**config.mk**
```make
export PLATFORM = sky130hd
export DESIGN_NAME = fb_pixel_packer
export DESIGN_NICKNAME = d
export VERILOG_FILES = /design/src/rtl/fb_pixel_packer.sv
export SDC_FILE = /design/constraint.sdc
export NUM_CORES = 1
export LEC_CHECK = 0
export CAP_MARGIN = 30
export CORE_ASPECT_RATIO = 1.5
export CORE_MARGIN = 4
export CORE_UTILIZATION = 58
export CTS_CLUSTER_SIZE = 40
export DETAILED_ROUTE_END_ITERATION = 10
export PLACE_DENSITY = 0.95
export SETUP_SLACK_MARGIN = 0.4
export SKIP_LAST_GASP = 1
export SLEW_MARGIN = 25
export SYNTH_ARGS = -nofsm -noshare
export SYNTH_HDL_FRONTEND = slang
export SYNTH_SLANG_ARGS = --single-unit
export TNS_END_PERCENT = 10
```
**constraint.sdc**
```tcl
create_clock -name clk -period 4.5 [get_ports clk]
set_input_delay 0.675 -clock clk [delete_from_list [all_inputs] [get_ports clk]]
set_output_delay 0.675 -clock clk [all_outputs]
set_load 0.005 [all_outputs]
```
**src/rtl/fb_pixel_packer.sv**
```systemverilog
// ---------------------------------------------------------------------------
// fb_pixel_packer
//
// Packs single 12-bit pixels from a rasterizer into 48-bit words of a
// masked dual-port framebuffer BRAM.  Pixels that land in the same word
// are merged into a pending-word register and written once, with a
// per-lane write mask.  The pending word is written when a pixel for a
// different word arrives or when flush is asserted.  A clear request
// fills the whole buffer with one colour, one word per cycle.
//
// Ports
//   clk        single clock, rising edge
//   rst        synchronous active-high reset
//   px_valid   pixel request
//   px_ready   pixel accepted when px_valid && px_ready
//   px_idx     linear pixel index: word = idx[AW+1:2], lane = idx[1:0]
//   px_color   pixel colour
//   flush      write out the pending word
//   clr_start  start a full-buffer clear (priority over px_valid/flush)
//   clr_color  clear colour, sampled with clr_start
//   clr_done   one-cycle pulse alongside the last clear write
//   busy       clearing, or a pending word is held
//   err_oob    sticky: an out-of-range pixel was dropped
//   mem_cen    BRAM chip enable, active-low
//   mem_gwen   BRAM global write enable, 1 = write (never reads)
//   mem_wen    per-lane write mask, active-low
//   mem_addr   BRAM word address
//   mem_din    BRAM write data
// ---------------------------------------------------------------------------
module fb_pixel_packer #(
    parameter int ADDR_WIDTH  = 10,
    parameter int DATA_WIDTH  = 48,
    parameter int DEPTH_WORDS = 640
) (
    input  logic                  clk,
    input  logic                  rst,
    input  logic                  px_valid,
    output logic                  px_ready,
    input  logic [ADDR_WIDTH+1:0] px_idx,
    input  logic [11:0]           px_color,
    input  logic                  flush,
    input  logic                  clr_start,
    input  logic [11:0]           clr_color,
    output logic                  clr_done,
    output logic                  busy,
    output logic                  err_oob,
    output logic                  mem_cen,
    output logic                  mem_gwen,
    output logic [3:0]            mem_wen,
    output logic [ADDR_WIDTH-1:0] mem_addr,
    output logic [DATA_WIDTH-1:0] mem_din
);

    localparam int LANE_W = DATA_WIDTH / 4;
    localparam logic [ADDR_WIDTH:0] DEPTH_C = (ADDR_WIDTH+1)'(DEPTH_WORDS);
    localparam logic [ADDR_WIDTH:0] LAST_C  = (ADDR_WIDTH+1)'(DEPTH_WORDS - 1);

    typedef enum logic [0:0] {
        ST_RUN   = 1'b0,
        ST_CLEAR = 1'b1
    } state_t;

    state_t                r_state;
    state_t                w_stateNext;

    logic                  r_pendValid;
    logic [ADDR_WIDTH-1:0] r_pendAddr;
    logic [DATA_WIDTH-1:0] r_pendData;
    logic [3:0]            r_pendMask;

    logic [11:0]           r_clrColor;
    logic [ADDR_WIDTH:0]   r_clrCnt;

    logic                  r_memCen;
    logic [3:0]            r_memWen;
    logic [ADDR_WIDTH-1:0] r_memAddr;
    logic [DATA_WIDTH-1:0] r_memDin;
    logic                  r_clrDone;
    logic                  r_errOob;

    logic [ADDR_WIDTH-1:0] w_pxWord;
    logic [1:0]            w_pxLane;
    logic [3:0]            w_laneBit;
    logic [5:0]            w_laneBase;
    logic                  w_pxInRange;
    logic                  w_sameWord;

    assign w_pxWord    = px_idx[ADDR_WIDTH+1:2];
    assign w_pxLane    = px_idx[1:0];
    assign w_laneBit   = 4'b0001 << w_pxLane;
    assign w_laneBase  = 6'(w_pxLane) * 6'(LANE_W);
    assign w_pxInRange = {1'b0, w_pxWord} < DEPTH_C;
    assign w_sameWord  = r_pendValid && (r_pendAddr == w_pxWord);

    assign px_ready = (r_state == ST_RUN) && !flush && !clr_start;
    assign busy     = (r_state == ST_CLEAR) || r_pendValid;
    assign clr_done = r_clrDone;
    assign err_oob  = r_errOob;
    assign mem_cen  = r_memCen;
    assign mem_gwen = 1'b1;
    assign mem_wen  = r_memWen;
    assign mem_addr = r_memAddr;
    assign mem_din  = r_memDin;

    // State register.
    always_ff @(posedge clk) begin
        if (rst) begin
            r_state <= ST_RUN;
        end else begin
            r_state <= w_stateNext;
        end
    end

    // Next state.  CLEAR is left one cycle after the last clear write has
    // been registered, so px_ready stays low while that write is on the bus.
    always_comb begin
        w_stateNext = r_state;
        case (r_state)
            ST_RUN: begin
                if (clr_start) begin
                    w_stateNext = ST_CLEAR;
                end
            end
            ST_CLEAR: begin
                if (r_clrCnt == DEPTH_C) begin
                    w_stateNext = ST_RUN;
                end
            end
            default: w_stateNext = ST_RUN;
        endcase
    end

    // Pending-word datapath and registered BRAM port.  Every write is
    // registered here, so it appears on mem_* the cycle after the edge that
    // triggered it and lasts exactly one cycle.  When a pixel for a new word
    // displaces the pending one, the old contents are written while the new
    // pixel is loaded on the same edge.
    always_ff @(posedge clk) begin
        if (rst) begin
            r_pendValid <= 1'b0;
            r_pendAddr  <= '0;
            r_pendData  <= '0;
            r_pendMask  <= 4'h0;
            r_clrColor  <= 12'h000;
            r_clrCnt    <= '0;
            r_memCen    <= 1'b1;
            r_memWen    <= 4'hF;
            r_memAddr   <= '0;
            r_memDin    <= '0;
            r_clrDone   <= 1'b0;
            r_errOob    <= 1'b0;
        end else begin
            r_memCen  <= 1'b1;
            r_memWen  <= 4'hF;
            r_clrDone <= 1'b0;
            case (r_state)
                ST_RUN: begin
                    if (clr_start) begin
                        r_pendValid <= 1'b0;
                        r_clrColor  <= clr_color;
                        r_clrCnt    <= '0;
                    end else if (flush) begin
                        if (r_pendValid) begin
                            r_memCen    <= 1'b0;
                            r_memWen    <= ~r_pendMask;
                            r_memAddr   <= r_pendAddr;
                            r_memDin    <= r_pendData;
                            r_pendValid <= 1'b0;
                        end
                    end else if (px_valid) begin
                        if (!w_pxInRange) begin
                            r_errOob <= 1'b1;
                        end else begin
                            if (r_pendValid && !w_sameWord) begin
                                r_memCen  <= 1'b0;
                                r_memWen  <= ~r_pendMask;
                                r_memAddr <= r_pendAddr;
                                r_memDin  <= r_pendData;
                            end
                            if (w_sameWord) begin
                                r_pendMask <= r_pendMask | w_laneBit;
                            end else begin
                                r_pendMask <= w_laneBit;
                            end
                            r_pendValid <= 1'b1;
                            r_pendAddr  <= w_pxWord;
                            r_pendData[w_laneBase +: LANE_W] <= px_color;
                        end
                    end
                end
                ST_CLEAR: begin
                    if (r_clrCnt != DEPTH_C) begin
                        r_memCen  <= 1'b0;
                        r_memWen  <= 4'h0;
                        r_memAddr <= r_clrCnt[ADDR_WIDTH-1:0];
                        r_memDin  <= {4{r_clrColor}};
                        r_clrDone <= (r_clrCnt == LAST_C);
                        r_clrCnt  <= r_clrCnt + 1'b1;
                    end
                end
                default: begin
                    r_pendValid <= 1'b0;
                end
            endcase
        end
    end

endmodule

```
## Yosys cells after proc, flatten, opt, wreduce, memory -nomap -nowiden

Index checks and enable logic that the tools add are counted.

| storage, ports and cells | value |
|---|---|
| memory bits (read-only) | 0 |
| memories kept | 0 |
| bits in writable memories | 0 |
| bits in registers | 152 |
| latch bits | 0 |
| output and inout bits | 68 |
| logic and storage cells | 99 |
| bits of input ports | 41 |

| cells by class | value |
|---|---|
| multiply operators | 1 |
| divide/modulo/power cells | 0 |
| equal/unequal tests | 11 |
| $add $sub $neg | 2 |
| order comparisons | 1 |
| mux-type cells | 44 |
| shift-type cells | 3 |
| reduce and logical (&&, ||, !) cells | 17 |
| bitwise operators | 7 |

Operator list:

| operator | number |
|---|---|
| 48-bit two-way mux | 7 |
| 48-bit one-hot mux with 2 select lines | 1 |
| 10-bit two-way mux | 7 |
| 48-bit bitwise mux | 1 |
| 12-bit by 8-bit variable shift with 48-bit output, first input constant | 1 |
| 12-bit by 8-bit variable part select with 48-bit output | 1 |
| 4-bit two-way mux | 8 |
| 11-bit by 10-bit equality test with 1-bit output, second input constant | 2 |
| 11-bit two-way mux | 2 |
| 11-bit one-hot mux with 2 select lines | 1 |
| 10-bit one-hot mux with 2 select lines | 1 |
| 1-bit two-way mux | 13 |
| 11-bit by 1-bit adder with 11-bit output, second input constant | 1 |
| 11-bit by 10-bit != test with 1-bit output, second input constant | 1 |
| 10-bit equality test | 1 |
| 10-bit less-than comparator, second input constant | 1 |
| 5-bit AND reduction | 2 |
| 3-bit != test, second input constant | 3 |
| 6-bit negator with 8-bit output | 1 |
| 4-bit one-hot mux with 2 select lines | 1 |
| 6-bit AND reduction | 1 |
| 3-bit nonzero test | 2 |
| 1-bit inverter | 5 |
| 1-bit logical AND | 4 |
| 13 further kinds | 18 |

## Longest topological paths before layout

| depth | value |
|---|---|
| depth after elaboration | 10 |
| mapped depth | 9 |

## Worst setup path before layout

OpenSTA, ideal clock, no wires.

| path | value |
|---|---|
| path type | input port to flip-flop |
| start | input px_idx[0] |
| end | register r_pendData[12] |
| data arrival time | 2.184 ns |
| path buffers | 2 |
| setup slack | 2.250 ns |
| stages on the path | 8 |
| cells stage by stage | inv_1 > ha_1 > buf_2 > clkbuf_1 > nand2_1 > nor3_2 > a22oi_1 > nor2_1 |

| between the ends | value |
|---|---|
| longest elaborated chain between the ends | 4 |
| elaborated cells between the ends (all ways) | 5 |
| those cells by class | 1 x add/sub; 1 x mul; 2 x shift; 1 x mux |

RTL lines:

| item | line | source |
|---|---|---|
| start, declared | 39 | `input logic [ADDR_WIDTH+1:0] px_idx,` |
| 2-bit by 2-bit multiplier with 4-bit output * | 91 | `assign w_laneBase = 6'(w_pxLane) * 6'(LANE_W);` |
| 6-bit negator with 8-bit output * | 187 | `r_pendData[w_laneBase +: LANE_W] <= px_color;` |
| 12-bit by 8-bit variable part select with 48-bit output / 12-bit by 8-bit variable shift with 48-bit output (equally long branches) | 187 |  |
| 48-bit bitwise mux * | 187 |  |
| end signal, assigned by index | 187 |  |
| end, declared | 68 | `logic [DATA_WIDTH-1:0] r_pendData;` |

Every way passes the cells marked *; elsewhere a longest branch is shown, timed or not.
A chain may end at the register's enable or synchronous reset.

## Worst setup path after layout

| path | value |
|---|---|
| start | register r_state |
| end | output busy |

| between the ends | value |
|---|---|
| longest elaborated chain between the ends | 1 |

RTL lines:

| item | line | source |
|---|---|---|
| start, declared | 63 | `state_t r_state;` |
| start signal, assigned | 110 | `r_state <= w_stateNext;` |
| 1-bit logical OR | 96 | `assign busy = (r_state == ST_CLEAR) \|\| r_pendValid;` |
| end, declared | 45 | `output logic busy,` |

No other way between the ends.

==> flow_summary.ini <==
[synth]
syn-num-nets = 869
syn_area_um2 = 7067
synth_edf_count = 0
ys_seq_area_share_pct = 43.06
synth_warnings = 0
synthCells = 818
netlist_top_cells_area = dfxtp_1, a221oi_1, a2111oi_0
async_flop_share_pct = 0
ys_types = 52
synth_top_cell_by_area = dfxtp_1
synth_top_area_share_pct = 43.06
ys_ff_latch = 152
syn_area_per_cell_um2 = 8.639
ys.flop_type = dfxtp_1

[clocking]
postCtsSetupBuffers = 0
path_clk_slew_ps = 70
cts_made_buffers = 17
clk_latency_ps = 430
cts_resized = 0
clock_sinks = 152
cts_tree = yes
hold_buffers = 0
ctsLongestPathBuffers = 2
clockRootBuffer = clkbuf_16
h-tree-depth = 4

[sta]
setup_viol = 0
slew_viol_final = 0
min_period_over_period_pct = 70.34
fmax_mhz = 315.9
finalSetupTns_ps = 0
finalCriticalPeriod_ps = 3165
rsz0062_at_grt = false
worst_pin_slew_ps = 1148
hold_violations = 0
skew_ps = 11.98
worst_slack_ps = 1335
slew_headroom_pct = 21.52

[placement]
place_hpwl_mm = 14.61
dp_slack_ps = 1196
gp_congestion = 0.9793
dp.cells = 1014
io_buffer_count = 107

[layout]
drive_gt1_share_pct = 7.615
num-fill-cells = 810
seq_area_um2 = 3043
final_cell_count_no_fill = 1046
fin_nets = 931
multi_input_area_um2 = 3441
antenna_cells = 0
area_growth_pct = 23.42

[floorplanning]
fp.dieW_um = 98.13
chipHeight_um = 143.2
core_area_um2 = 11960
initial_core_util_pct = 59.11
io-pin-count = 109
dieArea_um2 = 14050
core.rowCount = 49

[grt]
grt.total_usage_pct = 31.91
grt_max_degree = 81
antenna_found_initial = 0
grt_pass1_wl_mm = 34.97
grt_pass1_vias = 6685
grt_overflow = 0

[route]
post_drt_via_cell_ratio = 6.701
via_count = 7009
drc = 0
drt_iter0_drc = 849
postRouteAntennaNets = 0
wl_per_cell_um = 21.58
wl_mm = 22.57
drt-pass1-iter-count = 6

[setup_path]
crit_required_ps = 3830
setup.worst_path.end_class = primary output
path_class = reg2out
cp.arrival_ps = 2490
critPathLaunchType = register
cp_max_fo = 59

[worst_hold_path]
hold_class = reg2reg

[power]
p_leak_uw = 0.003008
max-vdd-ir-drop_v = 0.0002572
p_per_area_nw_per_um2 = 391.3

[run]
drv_cap = 0

[outcome]
status = finished, final reports clean
-- report_power, final --
group / total, uW / internal [uW] / switching (uW)
sequential: 1450 / 1410 / 41.3
clock: 1520 / 897 / 626
combinational: 443 / 198 / 245
-- stage by stage --
step / utilization, % / area, um^2 / power, uW / hold slack (ps)
floorplan: - / 7067 / 1691 / 415.0
global placement: 67.50 / 8070 / 1894 / 435.5
detailed placement: 67.57 / 8078 / 1903 / 433.2
CTS: 72.85 / 8710 / 3402 / 441.8
global route: 72.96 / 8722 / 3509 / 448.8
finish: 72.96 / 8722 / 3413 / 449.2
-- worst paths after layout --
path	from	endpoint	slack, ps	cells past startpoint
setup / recovery	r_state	busy	1330	4
setup reg to reg	r_state	r_pendData[45]	1540	6
hold / removal	r_clrColor[8]	r_clrColor[8]	450	2
hold reg to reg	r_clrColor[8]	r_clrColor[8]	450	2
-- placed cells by master, fill, tap and decap left out, drive strengths merged, types with 6 or more instances in the layout --
master / count
dfxtp: 152
clkdlybuf4s50: 106
nand2: 92
inv: 74
a21oi: 59
a221oi: 58
a2111oi: 55
nor2: 50
a22oi: 28
nand3: 28
and2: 21
clkbuf: 17
nor3: 15
o21ai: 15
buf: 12
nor2b: 11
xnor2: 10
ha: 10
a31oi: 8
nand3b: 7
a211oi: 6
and3: 6
-- worst max-delay path, cell delays in order (launching register included) --
cell             delay, ps
dfxtp_1                870
inv_1                  140
buf_4                  370
nand2_1                170
clkdlybuf4s50_1        510
-- cells by family after synthesis --
kind of cell | synth area share [%]
and+or+nand+nor | 17.56
AOI/OAI and AO/OA | 26.86
DFF | 43.06
buffers and inverters | 8.551
adders and majority gates | 1.771
xor gates and xnor gates | 1.239
muxes | 0.9030
other | 0.05307
-- flip-flops by register name (all words and copies together), names as in the netlist --
name and count:
mem_din 48, r_pendData 48, r_clrColor 12, r_clrCnt 11, mem_addr 10, r_pendAddr 10
mem_wen 4, r_pendMask 4, clr_done 1, err_oob 1, mem_cen 1, r_pendValid 1
r_state 1
-- layer usage --
metal,GRT usage [%],vias to the layer above,share of wire [%]
met2,53.55,483,50
met3,7.527,145,8.3
met1,32.90,3260,33
li1,-,3121,-
met5,0,-,0
met4,28.59,0,9.5
-- layout make-up --
class | count | share of cell area [%]
Inverter | 67 | 2.883
Tap cell | 153 | 2.195
Clock inverter | 15 | 2.367
Clock buffer | 17 | 4.877
Multi-Input combinational cell | 524 | 39.45
Timing Repair Buffer | 118 | 13.34
Sequential cell | 152 | 34.89
-- synth_stat cells, types with 3 or more instances --
| cell | number |
|---|---|
| a211oi_1 | 6 |
| a2bb2oi_1 | 4 |
| xnor2_1 | 10 |
| dfxtp_1 | 152 |
| nor4_1 | 3 |
| o21ai_0 | 14 |
| buf_6 | 6 |
| nor2b_1 | 11 |
| mux2i_1 | 3 |
| a221oi_1 | 58 |
| ha_1 | 10 |
| a2111oi_2 | 10 |
| o2bb2ai_1 | 3 |
| o2111ai_1 | 4 |
| nand2_1 | 92 |
| nor3_1 | 14 |
| a22oi_1 | 28 |
| a2111oi_0 | 45 |
| nand3b_1 | 7 |
| a21oi_1 | 58 |
| and4_1 | 4 |
| clkbuf_1 | 51 |
| buf_2 | 15 |
| and3_1 | 6 |
| a31oi_1 | 8 |
| nand3_1 | 26 |
| nor2_1 | 50 |
| and2_1 | 21 |
| inv_1 | 67 |
| mux2_2 | 3 |
| nand4_1 | 3 |
No activity file was read; power rests on OpenSTA's default activity.
